`src/rtl/imm_extend_stage_if.sv`:
```
// Handshake bundle for imm_extend_stage: decode-side input channel,
// execute-side output channel and the synchronous flush.
interface imm_extend_stage_if #(
   parameter int IN_W  = 16,
   parameter int OUT_W = 32
);
   logic             in_valid;
   logic             in_ready;
   logic [IN_W-1:0]  imm;
   logic [1:0]       mode;
   logic             flush;
   logic             out_valid;
   logic             out_ready;
   logic [OUT_W-1:0] out_imm;

   // The extender itself sits on this side.
   modport slave (
      input  in_valid, imm, mode, flush, out_ready,
      output in_ready, out_valid, out_imm
   );

   // Producer/consumer side (decode + execute, or a testbench).
   modport master (
      output in_valid, imm, mode, flush, out_ready,
      input  in_ready, out_valid, out_imm
   );
endinterface

```
`src/rtl/imm_extend_stage.sv`:
```
// Registered immediate extender with a 2-entry skid buffer.
// Widens an IN_W immediate to OUT_W (zero / sign / upper / branch) at the
// input, then stores only the widened value. in_ready comes straight from
// the state register so there is no combinational out_ready -> in_ready path.
// Requires IN_W >= 2 and OUT_W >= IN_W + 2.
module imm_extend_stage #(
   parameter int IN_W  = 16,
   parameter int OUT_W = 32
) (
   input  logic              clk,
   input  logic              rst_n,
   imm_extend_stage_if.slave bus
);
   localparam int EXT_W = OUT_W - IN_W;

   localparam logic [1:0] ST_EMPTY = 2'd0;
   localparam logic [1:0] ST_ONE   = 2'd1;
   localparam logic [1:0] ST_TWO   = 2'd2;

   localparam logic [1:0] MODE_ZERO   = 2'b00;
   localparam logic [1:0] MODE_SIGN   = 2'b01;
   localparam logic [1:0] MODE_UPPER  = 2'b10;
   localparam logic [1:0] MODE_BRANCH = 2'b11;

   logic [1:0]       state_q, state_d;
   logic [OUT_W-1:0] out_q, out_d;
   logic [OUT_W-1:0] skid_q, skid_d;
   logic [OUT_W-1:0] sext;
   logic [OUT_W-1:0] ext;
   logic             in_ready_o;
   logic             out_valid_o;
   logic             accept;
   logic             xfer;

   // Sign-extended immediate, shared by the sign and branch modes.
   always_comb begin
      sext = {{EXT_W{bus.imm[IN_W-1]}}, bus.imm};
   end

   // Widen the incoming immediate; branch drops the top two sign copies,
   // which is lossless because OUT_W >= IN_W + 2.
   always_comb begin
      ext = '0;
      case (bus.mode)
         MODE_ZERO:   ext = {{EXT_W{1'b0}}, bus.imm};
         MODE_SIGN:   ext = sext;
         MODE_UPPER:  ext = {bus.imm, {EXT_W{1'b0}}};
         MODE_BRANCH: ext = {sext[OUT_W-3:0], 2'b00};
         default:     ext = '0;
      endcase
   end

   assign in_ready_o  = (state_q != ST_TWO);
   assign out_valid_o = (state_q != ST_EMPTY);
   assign accept      = bus.in_valid & in_ready_o;
   assign xfer        = out_valid_o & bus.out_ready;

   assign bus.in_ready  = in_ready_o;
   assign bus.out_valid = out_valid_o;
   assign bus.out_imm   = out_q;

   // Skid-buffer control: output register is the head, skid is the tail.
   // flush wins over everything and leaves the data registers untouched.
   always_comb begin
      state_d = state_q;
      out_d   = out_q;
      skid_d  = skid_q;
      if (bus.flush) begin
         state_d = ST_EMPTY;
      end else begin
         case (state_q)
            ST_EMPTY: begin
               if (accept) begin
                  state_d = ST_ONE;
                  out_d   = ext;
               end
            end
            ST_ONE: begin
               if (accept && xfer) begin
                  out_d = ext;
               end else if (accept) begin
                  state_d = ST_TWO;
                  skid_d  = ext;
               end else if (xfer) begin
                  state_d = ST_EMPTY;
               end
            end
            ST_TWO: begin
               if (xfer) begin
                  state_d = ST_ONE;
                  out_d   = skid_q;
               end
            end
            default: state_d = ST_EMPTY;
         endcase
      end
   end

   // State and data registers; reset clears both entries asynchronously.
   always_ff @(posedge clk or negedge rst_n) begin
      if (!rst_n) begin
         state_q <= ST_EMPTY;
         out_q   <= '0;
         skid_q  <= '0;
      end else begin
         state_q <= state_d;
         out_q   <= out_d;
         skid_q  <= skid_d;
      end
   end
endmodule

```
`src/flat_wrapper.sv`:
```
// flat-port wrapper written by rule: the top's interface ports become plain ports
module imm_extend_stage_flat 
#(
   parameter int IN_W  = 16,
   parameter int OUT_W = 32
)
  (clk, rst_n, bus_in_valid, bus_imm, bus_mode, bus_flush, bus_out_ready, bus_in_ready, bus_out_valid, bus_out_imm);
  imm_extend_stage_if #(.IN_W(IN_W), .OUT_W(OUT_W)) bus_i ();
  input  logic clk;
  input  logic rst_n;
  input wire logic [$bits(bus_i.in_valid)-1:0] bus_in_valid;
  input wire logic [$bits(bus_i.imm)-1:0] bus_imm;
  input wire logic [$bits(bus_i.mode)-1:0] bus_mode;
  input wire logic [$bits(bus_i.flush)-1:0] bus_flush;
  input wire logic [$bits(bus_i.out_ready)-1:0] bus_out_ready;
  output wire logic [$bits(bus_i.in_ready)-1:0] bus_in_ready;
  output wire logic [$bits(bus_i.out_valid)-1:0] bus_out_valid;
  output wire logic [$bits(bus_i.out_imm)-1:0] bus_out_imm;
  assign bus_i.in_valid = bus_in_valid;
  assign bus_i.imm = bus_imm;
  assign bus_i.mode = bus_mode;
  assign bus_i.flush = bus_flush;
  assign bus_i.out_ready = bus_out_ready;
  assign bus_in_ready = bus_i.in_ready;
  assign bus_out_valid = bus_i.out_valid;
  assign bus_out_imm = bus_i.out_imm;
  imm_extend_stage #(.IN_W(IN_W), .OUT_W(OUT_W)) u_core (.clk(clk), .rst_n(rst_n), .bus(bus_i));
endmodule
```
`config.mk`:
```
export PLATFORM = sky130hd
export DESIGN_NAME = imm_extend_stage_flat
export DESIGN_NICKNAME = d
export VERILOG_FILES = /design/src/rtl/imm_extend_stage_if.sv /design/src/rtl/imm_extend_stage.sv /design/src/flat_wrapper.sv
export SDC_FILE = /design/constraint.sdc
export NUM_CORES = 1
export LEC_CHECK = 0
export CORE_MARGIN = 1
export CORE_UTILIZATION = 45
export DETAILED_ROUTE_END_ITERATION = 8
export PLACE_DENSITY = 0.7
export SLEW_MARGIN = 20
export SYNTH_ARGS = -nofsm -noshare
export SYNTH_HDL_FRONTEND = slang
export SYNTH_SLANG_ARGS = --single-unit
```
`constraint.sdc`:
```
create_clock -name clk -period 4.7 [get_ports clk]
set_input_delay 1.41 -clock clk [delete_from_list [all_inputs] [get_ports clk]]
set_output_delay 1.41 -clock clk [all_outputs]
set_load 0.1 [all_outputs]
```
==> results.md <==
| Result | This run | Unit |
|---|---|---|
| Status | finished, final reports clean | - |
| Final period demand of the worst path | 3529 | ps |
| Final hold viol count | 0 | - |
| Synthesized instance count | 316 | - |
| Most used flip-flop cell after synthesis | dfrtp_1 | - |
| Leakage power | 1.792 | nW |
| Slowest Stage Delay on Critical Path | 1120 | ps |
| Top-level port count | 57 | - |
| Clock skew after layout | 8.963 | ps |
| Count of unresolved DRC violations after routing | 0 | - |
| Via count of the first global-routing pass | 2314 | - |
| Critical path buffers and inverters | 2 | - |
| CTS sink count | 66 | - |
| Fraction of the mapped netlist area in compound gates | 0.1598 | - |
| EDFF count, synth | 0 | - |
| Basic-gate share of the synthesized area counting and, or, nand and nor cells | 0.1325 | - |
| Crit share post-route | 0.7509 | - |
| Largest cells by area after synthesis | dfrtp_1 52%, mux2_4 14%, o21ai_0 9.1% | - |
| Asr flop ratio synth | 1.000 | - |
| Number of buffer cells added on primary ports | 56 | - |
| Slowest cell on the critical path | clkdlybuf4s50_1 | - |
| Number of pins with negative max-slew slack in the final report | 0 | - |
| Synthesized-area fraction occupied by xor and xnor cells | 0 | - |
| Reg-to-Reg End | u_core.bus.out_imm[16] | - |
| Sequential area share after synthesis | 0.5158 | - |
| Mean routed wirelength per cell | 14.38 | microns |
| # nets final | 390 | - |
| Category of the worst setup path capture point | primary output | - |
| Avg Inst Size Synth | 10.13 | sq um |
| Clock buffers created by TritonCTS | 9 | - |
| Min-delay worst type | reg2reg | - |
| RSZ-0062 raised after global routing | no | - |
| Number of vias per cell after detailed routing | 5.109 | - |
| First-pass GRT wire length | 11300 | microns |
| Overall routing resource usage | 0.1998 | - |
| Synth Area in Adders | 0 | - |
| Cell area after technology mapping | 0.003202 | sq mm |
| Worst Min Path Start | u_core.skid_q[4] | - |
| HPWL after detailed placement | 4510 | microns |
| Flip-flop and latch count after synthesis | 66 | - |
| Post CTS Setup Buffer Count | 0 | - |
| Total power | 0.002171 | W |
| Max-slew headroom | 0.3465 | - |
| Clk slew on worst S/H paths | 80 | ps |
| WP data arrival | 2120 | ps |
| Largest family of logic cells by synthesized area | compound AO/OA/AOI/OAI gates | - |
| Effective utilization at floorplan | 0.4687 | - |
| Final-layout setup total negative slack | 0 | ps |
| Cell count of the worst reg-to-reg path | 5 | - |
| Most used cells in the layout excluding fill and tap cells | 66 x dfrtp_1, 65 x nand2_1, 58 x o21ai_0 | - |
| Maximum resistive drop on vdd | 311.0 | uV |
| Number of warnings printed during yosys synthesis | 0 | - |
| Latest clock arrival within the worst-skew pair | 340 | ps |
| First DRT Iteration DRCs | 145 | - |
| Bufs on Longest Clock Path | 2 | - |
| Transition time at the pin with the least slew margin | 977.2 | ps |
| Kind of launch point of the worst setup path | flop | - |
| 1st-pass router iterations | 4 | - |
| Type of the setup path with the least slack | reg2out | - |
| Number of failing setup endpoints in the final timing report | 0 | - |
| Routed via count | 2391 | - |
| Share of cell area taken by muxes after synthesis | 0.1528 | - |
| Horiz. Die Dim | 86.35 | microns |
| # fillers | 594 | - |
| Crit path capture | bus_in_ready | - |
| Standard-cell row count | 30 | - |
| Library cells used by synthesis | 26 | - |
| Total global routing overflow | 0 | - |
| Diodes inserted | 0 | - |
| CTS tree | done | - |
| Max Clk Rate | 283.4 | MHz |
| Critical path peak fanout | 5 | - |
| Worst EP required | 3290 | ps |
| Routability congestion estimate from global placement | 0.7702 | - |
| Number of antenna violations at the first check in global routing | 0 | - |
| Leading area contributor after synthesis | dfrtp_1 | - |
| Synth-to-layout area growth | 27.39 | % |
| Count of hold buffers inserted by post-cts repair | 0 | - |
| Standard cell core area | 0.006832 | sq mm |
| Critical path depth in cells | 3 | - |
| Register-to-register path setup slack | 2810 | ps |
| Worst reg2reg startpoint | u_core.state_q[1] | - |
| Start point of the critical path | u_core.state_q[1] | - |
| Fraction of layout cells with a size suffix above 1 | 0.1667 | - |
| Proportion of netlist area held by the largest area contributor | 0.5158 | - |
| Chip Height | 86.35 | microns |
| Routed Wire Length | 6732 | microns |
| Cell breakdown of the critical path | nor2b_4, inv_2, clkdlybuf4s50_1 | - |
| Clock Root Buffer | clkbuf_8 | - |
| Leading cell type in the layout, fill and taps excluded | dfrtp_1 | - |
| Remaining number of nets flagged by the antenna check after routing | 0 | - |
| Max capacitance violation total | 0 | - |
| Pwr/cell area | 532.2 | mW/mm^2 |
| H-tree depth reported by CTS | 3 | - |
| Cell type group with the largest total delay on the critical path | buffers and inverters | - |
| Net count of the mapped netlist | 339 | - |
| Resized Gates After CTS | 0 | - |
| Total die area | 0.007456 | sq mm |
| Multi-input logic area | 0.001438 | sq mm |
| Pin count of the biggest net entering global routing | 65 | - |
| Sequential cell area | 0.001652 | sq mm |
==> metrics by stage <==
step	hold WS, ps	utilization	instance area, sq um	setup slack, ps	cells
6_report	482.4	0.5971	4079	1171	468
3_3_place_gp	460.9	0.5582	3814	1360	452
5_1_grt	506.0	0.5971	4079	1093	468
4_1_cts	485.6	0.5971	4079	1146	468
3_5_place_dp	469.6	0.5582	3814	1324	452
2_1_floorplan	449.7	-	3202	2162	316
==> logic make-up after synthesis <==
kind of cell           Yosys count
AOI/OAI and AO/OA               98
buffers and inverters           23
DFF                             66
muxes                           34
and+or+nand+nor                 95
==> state kept, by name (all words and copies together), names as in the netlist <==
name	count
u_core.bus.out_imm	32
u_core.state_q	2
u_core.skid_q	32
==> synth_stat cells (2+ instances only) <==
cell and count:
and2_1 3, clkbuf_1 8, nand2_1 65, o21ai_1 7, buf_2 10, mux2_4 29, mux2i_1 2, nor2_1 3
buf_6 3, dfrtp_1 66, mux2_2 3, a21oi_1 29, nor2b_1 17, o21ai_0 58, nand2b_1 2
==> how the worst min path moves through the flow <==
| stage | endpoint | cells after the start |
|---|---|---|
| floorplan | u_core.skid_q[0] | 2 |
| global placement | u_core.skid_q[25] | 2 |
| detailed placement | u_core.skid_q[31] | 2 |
| CTS | u_core.skid_q[31] | 2 |
| global route | u_core.skid_q[0] | 2 |
| finish | u_core.skid_q[4] | 2 |
==> worst register-to-register path, cell delays in order, from the launching register on <==
cell	delay, ps
dfrtp_1	420
mux2i_1	230
nor2_2	70
o21bai_4	130
buf_4	510
mux2_2	410
==> layout make-up <==
class	count	area share
Clock buffer	9	0.03037
Clock inverter	7	0.03466
Inverter	1	0.0009202
Multi-Input combinational cell	227	0.3525
Sequential cell	66	0.4049
Tap cell	96	0.02945
Timing Repair Buffer	62	0.1472
==> layer usage <==
metal | global-route usage | part of all wire
met1 | 0.2806 | 0.49
met2 | 0.3030 | 0.45
met3 | 0.03810 | 0.045
met4 | 0.08636 | 0.017
met5 | 0 | 0
==> power breakdown <==
group          switching [W]  internal [W]  total, W
Clock               0.000223      0.000406  0.000629
Combinational       0.000558      0.000229  0.000788
Sequential         0.0000675      0.000687  0.000754
Power figures use the tool's default switching activity.
